## config.mk

```make
export PLATFORM = sky130hd
export DESIGN_NAME = uart_rx_deframer
export DESIGN_NICKNAME = d
export VERILOG_FILES = /design/src/rtl/uart_rx_deframer.sv
export SDC_FILE = /design/constraint.sdc
export NUM_CORES = 1
export LEC_CHECK = 0
export CAP_MARGIN = 5
export CORE_ASPECT_RATIO = 1.2
export CORE_UTILIZATION = 30
export DETAILED_ROUTE_END_ITERATION = 8
export DONT_BUFFER_PORTS = 1
export PLACE_DENSITY_LB_ADDON = 0.1
export RECOVER_POWER = 50
export SYNTH_ARGS = -nofsm -noshare
export SYNTH_HDL_FRONTEND = slang
export SYNTH_SLANG_ARGS = --single-unit
```

## constraint.sdc

```tcl
create_clock -name Clock -period 2.25 [get_ports Clock]
set_input_delay 0.45 -clock Clock [delete_from_list [all_inputs] [get_ports Clock]]
set_output_delay 0.45 -clock Clock [all_outputs]
set_load 0.01 [all_outputs]
```

## src/rtl/uart_rx_deframer.sv

```systemverilog
// UART receive deframer: start, 8 data bits LSB first, optional parity, stop.
// Optional break detection output is enabled by defining UART_RX_BREAK_DETECT_EN.
module uart_rx_deframer #(
  parameter int OVERSAMPLE   = 16,
  parameter int SAMPLE_POINT = OVERSAMPLE / 2 - 1
) (
  input  logic       Clock,
  input  logic       ResetN,
  input  logic       BaudTick,
  input  logic       RxIn,
  input  logic [1:0] ParityType,
  output logic [7:0] DataOut,
  output logic       DataValid,
  output logic       ParityError,
  output logic       FramingError,
`ifdef UART_RX_BREAK_DETECT_EN
  output logic       BreakDetected,
`endif
  output logic       Busy
);

  localparam int CNT_W = $clog2(OVERSAMPLE);
  localparam logic [CNT_W-1:0] SAMPLE_CNT = CNT_W'(SAMPLE_POINT);
  localparam logic [CNT_W-1:0] LAST_CNT   = CNT_W'(OVERSAMPLE - 1);

  typedef enum logic [2:0] {
    S_IDLE,
    S_START,
    S_DATA,
    S_PARITY,
    S_STOP,
    S_WAIT_HIGH
  } state_t;

  state_t           state_q;
  logic             rx_meta_q;
  logic             rx_sync_q;
  logic [CNT_W-1:0] tick_cnt_q;
  logic [CNT_W-1:0] tick_cnt_d;
  logic [2:0]       bit_cnt_q;
  logic [7:0]       shift_q;
  logic [1:0]       ptype_q;
  logic             par_err_q;
  logic             par_bit_q;
  logic             at_sample;
  logic             at_last;
  logic             parity_en;
  logic             par_expected;

  always_comb begin
    tick_cnt_d   = (tick_cnt_q == LAST_CNT) ? '0 : tick_cnt_q + 1'b1;
    at_sample    = (tick_cnt_q == SAMPLE_CNT);
    at_last      = (tick_cnt_q == LAST_CNT);
    parity_en    = ptype_q[0] ^ ptype_q[1];
    par_expected = ptype_q[0] ? ~^shift_q : ^shift_q;
  end

`ifdef UART_RX_BREAK_DETECT_EN
  logic break_now;
  assign break_now = (shift_q == 8'h00) && !rx_sync_q && (!parity_en || !par_bit_q);
`endif

  always_ff @(posedge Clock) begin
    if (!ResetN) begin
      state_q      <= S_IDLE;
      rx_meta_q    <= 1'b1;
      rx_sync_q    <= 1'b1;
      tick_cnt_q   <= '0;
      bit_cnt_q    <= '0;
      shift_q      <= '0;
      ptype_q      <= '0;
      par_err_q    <= 1'b0;
      par_bit_q    <= 1'b0;
      DataOut      <= '0;
      DataValid    <= 1'b0;
      ParityError  <= 1'b0;
      FramingError <= 1'b0;
      Busy         <= 1'b0;
`ifdef UART_RX_BREAK_DETECT_EN
      BreakDetected <= 1'b0;
`endif
    end else begin
      rx_meta_q <= RxIn;
      rx_sync_q <= rx_meta_q;
      DataValid <= 1'b0;
      if (BaudTick) begin
        // Counting from the detected edge puts SAMPLE_POINT mid-bit for every later bit.
        tick_cnt_q <= (state_q == S_IDLE) ? '0 : tick_cnt_d;
        case (state_q)
          S_IDLE: begin
            if (!rx_sync_q) begin
              state_q      <= S_START;
              ptype_q      <= ParityType;
              Busy         <= 1'b1;
              ParityError  <= 1'b0;
              FramingError <= 1'b0;
              par_err_q    <= 1'b0;
              par_bit_q    <= 1'b0;
`ifdef UART_RX_BREAK_DETECT_EN
              BreakDetected <= 1'b0;
`endif
            end
          end
          S_START: begin
            if (at_sample && rx_sync_q) begin
              state_q <= S_IDLE;
              Busy    <= 1'b0;
            end else if (at_last) begin
              state_q   <= S_DATA;
              bit_cnt_q <= '0;
            end
          end
          S_DATA: begin
            if (at_sample) begin
              shift_q <= {rx_sync_q, shift_q[7:1]};
            end
            if (at_last) begin
              if (bit_cnt_q == 3'd7) begin
                state_q <= parity_en ? S_PARITY : S_STOP;
              end else begin
                bit_cnt_q <= bit_cnt_q + 3'd1;
              end
            end
          end
          S_PARITY: begin
            if (at_sample) begin
              par_bit_q <= rx_sync_q;
              par_err_q <= (rx_sync_q != par_expected);
            end
            if (at_last) begin
              state_q <= S_STOP;
            end
          end
          S_STOP: begin
            if (at_sample) begin
              DataOut      <= shift_q;
              DataValid    <= 1'b1;
              ParityError  <= par_err_q;
              FramingError <= !rx_sync_q;
`ifdef UART_RX_BREAK_DETECT_EN
              BreakDetected <= break_now;
`endif
              if (rx_sync_q) begin
                state_q <= S_IDLE;
                Busy    <= 1'b0;
              end else begin
                state_q <= S_WAIT_HIGH;
              end
            end
          end
          S_WAIT_HIGH: begin
            if (rx_sync_q) begin
              state_q <= S_IDLE;
              Busy    <= 1'b0;
            end
          end
          default: begin
            state_q <= S_IDLE;
            Busy    <= 1'b0;
          end
        endcase
      end
    end
  end

endmodule
```

[Yosys cells after proc, flatten, opt, wreduce, memory -nomap -nowiden]
Cells that the tools add are included.
Cells by class
  $add $sub $neg: 2
  equality and inequality tests: 21
  mux-type cells: 32
  bitwise logic cells: 3
  reductions and logical operators: 18
Operator list (count)
  two-way mux 3 bit: 14
  inequality test 2 bit, second input constant: 11
  case mux 3 bit (6 select lines): 1
  AND reduction 3 bit: 4
  two-way mux 1 bit: 10
  == test 3 bit, second input constant: 3
  two-way mux 4 bit: 2
  AND reduction 4 bit: 2
  AND reduction 8 bit: 1
  XNOR reduction 8 bit: 1
  XOR reduction 8 bit: 1
  == test 3 x 2 -> 1 bit, second input constant: 2
  case mux 1 bit (2 select lines): 3
  case mux 3 bit (2 select lines): 1
  AND reduction 6 bit: 1
  nonzero test 2 bit: 3
  case mux 1 bit (5 select lines): 1
  AND reduction 5 bit: 1
  adder 4 x 1 -> 4 bit, second input constant: 1
  == test 4 x 3 -> 1 bit, second input constant: 1
  == test 4 bit, second input constant: 1
  adder 3 x 1 -> 3 bit, second input constant: 1
  == test 3 x 1 -> 1 bit, second input constant: 1
  logical NOT 3 bit: 1
  other kinds (7): 8
Storage, ports and cells
  register bits after elaboration: 35
  bits of input ports: 6
  output and inout bits: 12

[Logic depth before layout (Yosys ltp)]
  depth after elaboration: 5
  gate-level depth with buffers: 7
  mapped depth without buffers: 6

[Worst setup path after synthesis]
No wires, ideal clock.
  kind: reg-to-reg
  start: reg tick_cnt_q[0]
  end: reg state_q[2]
  library setup time: 60 ps
  arrival: 1586 ps
  required time: 2190 ps
  slack: 604 ps
  stages on the path, launching flop included: 8
  path buffers: 1
  clock period less this slack: 1646 ps
  cells stage by stage: dfxtp_1 ha_1 and3b_1 buf_6 o21ai_2 a221o_1 a221oi_2 a41o_1
On the way
  longest elaborated chain between the ends: 4
Ends and longest elaborated chain
  start: declaration: RTL line 38  | logic [CNT_W-1:0] tick_cnt_q;
  start signal: assignment: RTL line 88  | tick_cnt_q <= (state_q == S_IDLE) ? '0 : tick_cnt_d;
  == test 4 x 3 -> 1 bit: RTL line 52  | at_sample = (tick_cnt_q == SAMPLE_CNT);
  logical AND 1 bit: RTL line 105  | if (at_sample && rx_sync_q) begin
  inequality test 3 bit (no source line) or two-way mux 3 bit (tied branches)
  AND reduction 8 bit (no source line) or case mux 3 bit (6 select lines) (tied branches)
  end signal: assignment: RTL line 119  | state_q <= parity_en ? S_PARITY : S_STOP;
  end: declaration: RTL line 35  | state_t state_q;
Several ways; a longest one is shown, not always the timed one.
A chain may end at the register's enable or synchronous reset.

[Worst setup path after layout]
  start: reg tick_cnt_q[0]
  end: reg DataOut[2]
On the way
  longest elaborated chain between the ends: 2
Ends and longest elaborated chain
  == test 4 x 3 -> 1 bit: RTL line 52
  AND reduction 3 bit (no source line)
  end signal: assignment: RTL line 136  | DataOut <= shift_q;
  end: declaration: RTL line 12  | output logic [7:0] DataOut,
Every way passes these cells.

==> results.toml <==
[sta]
worstMarginPinSlew_ns = 0.596
tns_ns = 0
fin_skew_ns = 0.00747
rsz0062_at_grt = "no"
hold_viol = 0
min_period_over_period = 0.850
fmax_mhz = 523
slew_viol_final = 0
slew_headroom = 0.602
layout_min_cycle_time_ns = 1.91
setup_viol_count_final = 0

[synth]
synth_ff_type = "dfxtp_1"
syn_nets = 200
synth_common_cells = "dfxtp_1 (35), nor2_1 (24), mux2i_1 (20)"
synth_edf_count = 0
synth-async-reset-ratio = 0
syn_area_per_cell_um2 = 8.81
yosysSeqAreaShare = 0.416
synth_top_area_cell = "dfxtp_1"
synth_warnings = 0
syn_inst = 191
netlist.area_leader.share = 0.416
yosysMostFrequentCell = "dfxtp_1"
synth_cell_types = 35
synth_area_leaders = "dfxtp_1 (42%), mux2i_1 (12%), nor2_1 (5.4%)"
netlist_area_um2 = 1680
synth_seq_cells = 35

[placement]
gp_congestion = 0.767
portBuffers = 0
dpl.hpwl_um = 2610

[floorplanning]
die_area_um2 = 5910
fp.dieW_um = 70.4
core_area_um2 = 5330
die_h_um = 84.0
start_util = 0.316
rows = 29
ios = 18

[critical_path]
worstSetupEndpointType = "flop"
cp.required_ns = 2.43
crit_type = "reg2reg"
crit_arrival_ns = 2.10
startpoint_type = "flop"
cp_max_fo = 9

[routing]
vias_per_cell = 4.99
vias = 1262
drt_drc_violations_left = 0
finalWirelength_um = 3570
routedWlPerCell_um = 14.1
drtIter0Drc = 46
ant_nets = 0
drtPass1Iterations = 4

[final_layout]
fin_util = 0.338
diodes = 0
final_nets = 199
layout-drive-gt1-share = 0.0838
syn2layout_area_growth_pct = 7.29

[cts]
cts_htree_levels = 2
clock_latency_ns = 0.29
cts_sinks = 35
cts_resized = 0
hold_buffers = 0
clkTransAtPathRegs_ns = 0.08
cts_setup_buffers = 0
cts-root-buf = "clkbuf_8"
clk_path_buf_depth = 2
numCtsBuffers = 5
cts_tree = "yes"

[pwr]
p_leak_uw = 0.000624
p_seq_frac = 0.553
cellPowerDensity_nw_per_um2 = 633
pwr-share-comb = 0.051
p_sw_uw = 280
swShare = 0.245
p_clk_frac = 0.396
p_int_uw = 863
ir_drop_mv = 0.246

[global_route]
overflow = 0
grt_antenna_before_repair = 0
grt_pass1_wl_um = 6170
grt_max_degree = 20
grt_pass1_vias = 1249
grtUsageTotal = 0.135

[min_path]
hold_class = "in2reg"

[run_status]
status = "completed"

[flow_run]
cap_violations = 0
metrics by stage:
step           area (µm²)  instances  total power [µW]  setup slack [ns]  hold slack, ns
2_1_floorplan        1680        191               695             0.604           0.386
3_3_place_gp         1730        245               706             0.397           0.403
3_5_place_dp         1730        245               707             0.355           0.402
4_1_cts              1810        253              1160             0.336           0.228
5_1_grt              1810        253              1210             0.144           0.233
6_report             1810        253              1140             0.337           0.237
final cells by class:
class,instances,area [µm²]
clock buffers,5,68.8
clock inverters,3,20.0
inverters,2,7.51
well taps,62,77.6
fillers,563,3530
multi-input cells,141,897
repair buffers,5,33.8
flip-flops and latches,35,701
cell families (layout without fill, tap and decap cells):
group           Yosys count  in the layout  share of synthesized area
xor+xnor                 10             10                     0.0520
compound gates           30             30                      0.110
simple gates             78             78                      0.233
buf+inv                  15             15                     0.0476
flops                    35             35                      0.416
mux                      20             20                      0.119
fa+ha+maj                 3              3                     0.0223
layout by cell type, fill, tap and decap left out:
cell        instances
a21oi_1            13
or2_2               2
clkinvlp_4          2
a41o_1              1
a221oi_2            1
mux2i_1            20
nand3_1             6
nand2_1            17
nor3_1              3
and2_1              2
a21o_1              1
nand4_1             1
clkbuf_8            5
a221o_1             1
nand4b_1            2
inv_1               2
ha_1                3
and3b_1             1
nor2_1             24
o21ai_0             9
or3_1               1
buf_4               4
dfxtp_1            35
o221ai_1            1
nor2b_1             3
nor3b_1             3
clkinv_2            1
o21a_1              1
clkbuf_1            1
o21ai_2             1
or4_1               1
xnor2_1            10
nand2b_1            7
and3_1              5
a211oi_1            1
critical path, cell delays in order (launching register included):
cell	delay, ns
dfxtp_1	0.37
ha_1	0.20
and3b_1	0.37
and3_1	0.55
mux2i_1	0.25
nor2_1	0.05
flip-flops by register name, summed over array words and instances (netlist names), 2 cells and up:
signal      count
bit_cnt_q       3
DataOut         8
shift_q         8
state_q         3
ptype_q         2
tick_cnt_q      4
power groups by stage:
stage                     clock network (µW)  logic (µW)  registers [µW]
final                                    453        57.8             633
after global routing                     507        66.0             634
after CTS                                473        60.1             632
after detailed placement                   0        59.9             647
after global placement                     0        59.2             647
after floorplan                            0        52.8             642
metal layers:
layer,global-route usage,wire length [µm],up-vias
met4,0.0600,68,0
met1,0.159,1580,586
met5,0,0,-
met2,0.221,1750,19
met3,0.0459,166,7
li1,-,-,650
path summary, 6_finish.rpt:
path | from | to | slack [ns] | cells after the start
max | tick_cnt_q[0] | DataOut[2] | 0.34 | 5
min | ResetN | rx_meta_q | 0.24 | 1
max reg2reg | tick_cnt_q[0] | DataOut[2] | 0.34 | 5
min reg2reg | rx_meta_q | rx_sync_q | 0.41 | 1
Power figures use the tool's default switching activity.
